File: src/rtl/cic_pkg.sv
// Shared CIC helpers: clog2 and derived-width functions, used by both the
// interpolator and the decimator so their accumulator sizing stays identical.
package cic_pkg;

    // Ceiling log2 for elaboration-time width computation.
    function automatic int clog2(input int value);
        int r;
        r = 0;
        for (int i = 0; i < 31; i++) begin
            if ((1 << i) < value) begin
                r = i + 1;
            end
        end
        return r;
    endfunction

    // Bit growth seen at the output of an N-stage CIC with factor 2**rate_log2,
    // after removing the R factor that zero-stuffing takes away.
    function automatic int cic_growth(input int stages, input int rate_log2);
        return (stages - 1) * rate_log2;
    endfunction

    // Accumulator width: input plus worst-case growth plus one bit per stage.
    function automatic int cic_acc_width(input int in_width, input int stages, input int growth);
        return in_width + stages + growth;
    endfunction

endpackage

File: src/rtl/cic_comb.sv
// One CIC comb stage: diff = data_in - data_in(previous enable).
// The difference is combinational; only the delay register is clocked.
module cic_comb
    import cic_pkg::*;
#(
    parameter int WIDTH = 25
) (
    input  logic                    clock,
    input  logic                    reset,
    input  logic                    enable,
    input  logic signed [WIDTH-1:0] data_in,
    output logic signed [WIDTH-1:0] diff
);

    logic signed [WIDTH-1:0] delay;

    // Capture the current input as the next sample's reference.
    always_ff @(posedge clock or posedge reset) begin
        if (reset) begin
            delay <= '0;
        end else if (enable) begin
            delay <= data_in;
        end
    end

    assign diff = data_in - delay;

endmodule

File: src/rtl/cic_interpolator.sv
// CIC interpolating filter: single-entry input holding register, STAGES comb
// stages at the low rate, zero-stuffing by RATE, STAGES integrators at the
// high rate (ce). Optional macro CIC_INTERP_ROUND_EN selects round-half-up
// with saturation on the output instead of plain truncation.
//
// Input interface: in_strobe is a one-clock write pulse, not a stalling
// handshake. in_ready high means the holding register is empty and a write is
// accepted. A write while full is dropped and sets sticky overrun, except when
// it lands on the same clock as a phase-0 consume, which frees the entry.
module cic_interpolator
    import cic_pkg::*;
#(
    parameter int IN_WIDTH  = 16,
    parameter int OUT_WIDTH = 16,
    parameter int STAGES    = 3,
    parameter int RATE      = 8
) (
    input  logic                        clock,
    input  logic                        reset,
    input  logic                        ce,
    input  logic                        in_strobe,
    input  logic signed [IN_WIDTH-1:0]  in_data,
    output logic                        in_ready,
    output logic                        out_strobe,
    output logic signed [OUT_WIDTH-1:0] out_data,
    output logic                        underrun,
    output logic                        overrun
);

    localparam int RATE_LOG2 = clog2(RATE);
    localparam int GROWTH    = cic_growth(STAGES, RATE_LOG2);
    localparam int ACC_WIDTH = cic_acc_width(IN_WIDTH, STAGES, GROWTH);
    localparam int TOP_BIT   = IN_WIDTH + GROWTH - 1;

    logic [RATE_LOG2-1:0]          phase;
    logic                          hold_full;
    logic signed [IN_WIDTH-1:0]    hold_data;
    logic                          phase_zero;
    logic                          tick0;
    logic                          consume;
    logic signed [ACC_WIDTH-1:0]   comb_sig [STAGES+1];
    logic signed [ACC_WIDTH-1:0]   integ [STAGES];
    logic signed [ACC_WIDTH-1:0]   integ_next [STAGES];
    logic signed [OUT_WIDTH-1:0]   out_next;

    assign phase_zero = (phase == '0);
    assign tick0      = ce && phase_zero;
    assign consume    = tick0 && hold_full;
    assign in_ready   = !hold_full;

    // When empty, hold_data still equals the last consumed sample, so an
    // underrun tick naturally repeats it.
    assign comb_sig[0] = {{(ACC_WIDTH-IN_WIDTH){hold_data[IN_WIDTH-1]}}, hold_data};

    for (genvar k = 0; k < STAGES; k++) begin : g_comb
        cic_comb #(
            .WIDTH(ACC_WIDTH)
        ) u_comb (
            .clock  (clock),
            .reset  (reset),
            .enable (tick0),
            .data_in(comb_sig[k]),
            .diff   (comb_sig[k+1])
        );
    end

    // Holding register and sticky flags; a consume and a write on the same
    // clock leave the register full with the new sample.
    always_ff @(posedge clock or posedge reset) begin
        if (reset) begin
            hold_full <= 1'b0;
            hold_data <= '0;
            overrun   <= 1'b0;
            underrun  <= 1'b0;
        end else begin
            if (in_strobe && (!hold_full || consume)) begin
                hold_data <= in_data;
                hold_full <= 1'b1;
            end else if (consume) begin
                hold_full <= 1'b0;
            end
            if (in_strobe && hold_full && !consume) begin
                overrun <= 1'b1;
            end
            if (tick0 && !hold_full) begin
                underrun <= 1'b1;
            end
        end
    end

    // Integrator next values: zero-stuffed comb output feeds the first stage,
    // later stages accumulate the previous stage's old value.
    always_comb begin
        for (int k = 0; k < STAGES; k++) begin
            integ_next[k] = integ[k];
        end
        integ_next[0] = integ[0] + (phase_zero ? comb_sig[STAGES] : '0);
        for (int k = 1; k < STAGES; k++) begin
            integ_next[k] = integ[k] + integ[k-1];
        end
    end

`ifdef CIC_INTERP_ROUND_EN
    localparam int LSB_POS = TOP_BIT - OUT_WIDTH + 1;
    localparam logic signed [ACC_WIDTH:0] HALF = (ACC_WIDTH+1)'((1 << LSB_POS) >> 1);
    logic signed [ACC_WIDTH:0]       rounded;
    logic [ACC_WIDTH-TOP_BIT:0]      upper;

    // Round half up, then saturate when the result leaves the output range.
    always_comb begin
        rounded = {integ_next[STAGES-1][ACC_WIDTH-1], integ_next[STAGES-1]} + HALF;
        upper   = rounded[ACC_WIDTH:TOP_BIT];
        if (upper == '0 || upper == '1) begin
            out_next = rounded[TOP_BIT -: OUT_WIDTH];
        end else if (rounded[ACC_WIDTH]) begin
            out_next = {1'b1, {(OUT_WIDTH-1){1'b0}}};
        end else begin
            out_next = {1'b0, {(OUT_WIDTH-1){1'b1}}};
        end
    end
`else
    // Truncate: keep the OUT_WIDTH bits ending at the unity-gain MSB.
    always_comb begin
        out_next = integ_next[STAGES-1][TOP_BIT -: OUT_WIDTH];
    end
`endif

    // High-rate datapath: phase counter, integrators and output register.
    always_ff @(posedge clock or posedge reset) begin
        if (reset) begin
            phase      <= '0;
            out_strobe <= 1'b0;
            out_data   <= '0;
            for (int k = 0; k < STAGES; k++) begin
                integ[k] <= '0;
            end
        end else begin
            out_strobe <= ce;
            if (ce) begin
                phase    <= phase + 1'b1;
                out_data <= out_next;
                for (int k = 0; k < STAGES; k++) begin
                    integ[k] <= integ_next[k];
                end
            end
        end
    end

endmodule
File: config.mk
export PLATFORM = sky130hd
export DESIGN_NAME = cic_interpolator
export DESIGN_NICKNAME = d
export VERILOG_FILES = /design/src/rtl/cic_pkg.sv /design/src/rtl/cic_comb.sv /design/src/rtl/cic_interpolator.sv
export SDC_FILE = /design/constraint.sdc
export NUM_CORES = 1
export LEC_CHECK = 0
export CAP_MARGIN = 0
export CELL_PAD_IN_SITES_DETAIL_PLACEMENT = 0
export CELL_PAD_IN_SITES_GLOBAL_PLACEMENT = 1
export CORE_MARGIN = 4
export CORE_UTILIZATION = 53
export CTS_CLUSTER_SIZE = 12
export DETAILED_ROUTE_END_ITERATION = 10
export PLACE_DENSITY_LB_ADDON = 0.1
export SYNTH_ARGS = -nofsm -noshare
export SYNTH_HDL_FRONTEND = slang
export SYNTH_SLANG_ARGS = --single-unit
File: constraint.sdc
create_clock -name clock -period 10.79 [get_ports clock]
set_clock_uncertainty 0.2 [all_clocks]
set_input_delay 1.079 -clock clock [delete_from_list [all_inputs] [get_ports clock]]
set_output_delay 1.079 -clock clock [all_outputs]
set_load 0.1 [all_outputs]
==> flow_summary.json <==
{
  "cts_resized": 0,
  "start_util_pct": 54.2,
  "grt_overflow_total": 0,
  "grt_pass1_vias": 7720,
  "cp.required_ns": 10.94,
  "fmax_mhz": 142,
  "antennaDiodeCount": 0,
  "end_kind": "flop",
  "critPathLaunchType": "flop",
  "syn_area_mm2": 0.0106,
  "rsz0062_at_grt": "false",
  "drv_slew": 0,
  "worst_slew_pin_slew_ns": 0.975,
  "wl_per_cell_um": 13.7,
  "fin_crit_sh_pct": 65.5,
  "cp_top_family": "compound AO/OA/AOI/OAI gates",
  "nNetsFinal": 1292,
  "hold_buffers": 0,
  "synthTopCellsByCount": "140 x dfrtp_1, 116 x ha_1, 97 x mux2_2",
  "period_needed_ns": 7.07,
  "fin_util_pct": 60.2,
  "drt_wl_total_mm": 19.5,
  "path_buf_inv": 1,
  "area_growth_pct": 11.0,
  "async_flop_share_pct": 100,
  "via_per_inst": 5.42,
  "ys_seq_elements": 140,
  "cts_tree": "yes",
  "instances_no_fill": 1428,
  "ys_warn_count": 0,
  "antenna_found_initial": 0,
  "dp_cells": 1396,
  "synth.net_count": 1269,
  "htreeDepth": 4,
  "finalSetupViolations": 0,
  "core_mm2": 0.0196,
  "postCtsSetupRepairBufs": 0,
  "clock-sinks": 140,
  "critPathMaxFanout": 4,
  "critPathMaxStageDelay_ns": 0.40,
  "dr.pass1.iters": 7,
  "ys_seq_area_share_pct": 33.0,
  "outcome": "complete, no violations",
  "grt_usage_pct": 18.6,
  "synth_top_area_share_pct": 33.0,
  "worst_path_max_delay_cell": "fa_1",
  "max-slew-margin-rel_pct": 34.8,
  "worstSetupPathType": "reg -> reg",
  "clockBufferDepth": 2,
  "grt_max_degree": 74,
  "vias": 7733,
  "syn_avg_cell_area_um2": 9.43,
  "critical_path_arrival_ns": 7.21,
  "min_path_type": "reg -> reg",
  "cpMostUsedCell": "ha_1",
  "synthFlopType": "dfrtp_1",
  "yosys.cell_types.count": 71,
  "num_rows": 51,
  "drtIter0Drc": 191,
  "drv_cap": 0,
  "pin_count": 40,
  "gp_congestion": 0.817,
  "portBuffers": 39,
  "dieHeight_um": 150,
  "synth_edf_count": 0,
  "synthMostInstantiatedCell": "dfrtp_1",
  "postRouteAntennaNets": 0,
  "clk_latency_ns": 0.42,
  "finalHoldViolCount": 0,
  "hpwl_mm": 14.6,
  "synth_area_leaders": "dfrtp_1 33%, ha_1 14%, mux2_2 10%, xnor2_1 4.0%, a21oi_1 3.9%",
  "drive_gt1_share_pct": 13.8,
  "dieWidth_um": 150,
  "synth_top_area_cell": "dfrtp_1",
  "fp.dieArea_mm2": 0.0224,
  "grt_pass1_wl_mm": 34.5,
  "clock-root-buffer": "clkbuf_16",
  "fin_setup_tns_ns": 0,
  "cts.clk_slew.worst_paths_ns": 0.06,
  "cts_made_buffers": 17,
  "synth_cells": 1127,
  "drc": 0
}
-- metrics by stage --
step / worst slack [ns] / hold WS (ns) / cell area, µm²
2_1_floorplan: 4.48 / 0.243 / 10600
3_3_place_gp: 3.90 / 0.255 / 11200
3_5_place_dp: 3.70 / 0.258 / 11200
4_1_cts: 3.65 / 0.269 / 11800
5_1_grt: 2.82 / 0.279 / 11800
6_report: 3.72 / 0.266 / 11800
-- path summary, 6_finish.rpt --
check,cells after the start,slack (ns),to,from
max in group asynchronous,3,8.10,out_data[10],reset
max reg2reg,32,3.72,integ[71],hold_data[0]
max,32,3.72,integ[71],hold_data[0]
min,1,0.27,integ[21],integ[21]
min reg2reg,1,0.27,integ[21],integ[21]
min in group asynchronous,2,0.92,hold_data[2],reset
-- state kept, by name, summed over array words and instances (netlist names) --
signal / cells
g_comb.u_comb.delay: 51
integ: 51
hold_data: 16
out_data: 15
phase: 3
hold_full: 1
out_strobe: 1
overrun: 1
underrun: 1
-- layout make-up --
cell class	instances	area, µm²
tap	265	332
multi-input combinational	859	6580
timing repair buffer	43	415
fill	1774	7800
inverter	89	339
sequential	140	3500
clock buffer	18	429
clock inverter	14	188
-- layout by cell type (no fill, tap or decap), drive strengths merged, types with 5 or more instances in the layout --
cell type and n:
mux2 98, a21o 38, nand2b 17, o31ai 14, buf 5, o21a 19, or3 7, dfrtp 140
nor3 19, a211o 6, a21oi 84, nand2 70, nand4 5, o21ai 57, inv 93, o21bai 6
a21boi 10, nor2 80, clkbuf 18, ha 116, nor2b 19, xor2 33, xnor2 49, a211oi 11
clkdlybuf4s50 38, nand3 16, or2 9, and3 8, a31oi 9, fa 6
-- logic make-up (layout without fill, tap and decap cells) --
kind of cell               count (synthesis)  after routing  synth area share (%)
DFF                                      140            140                  33.0
AOI/OAI and AO/OA                        283            283                  17.3
muxes                                    100            100                  10.6
and+or+nand+nor                          272            272                  12.4
buffers and inverters                    128            164                  5.10
xor gates and xnor gates                  82             82                  6.76
adders and majority gates                122            122                  14.8
-- routing by layer --
metal | GRT usage, % | share of wire, % | up-vias
met3 | 3.12 | 2.4 | 24
met2 | 33.9 | 50 | 81
met4 | 5.40 | 1.5 | 0
met1 | 22.5 | 46 | 3570
li1 | - | - | 4058
met5 | 0 | 0 | -
Power is not shown: default switching activity piles up to over one toggle a cycle in this logic, so the estimate is an artifact.
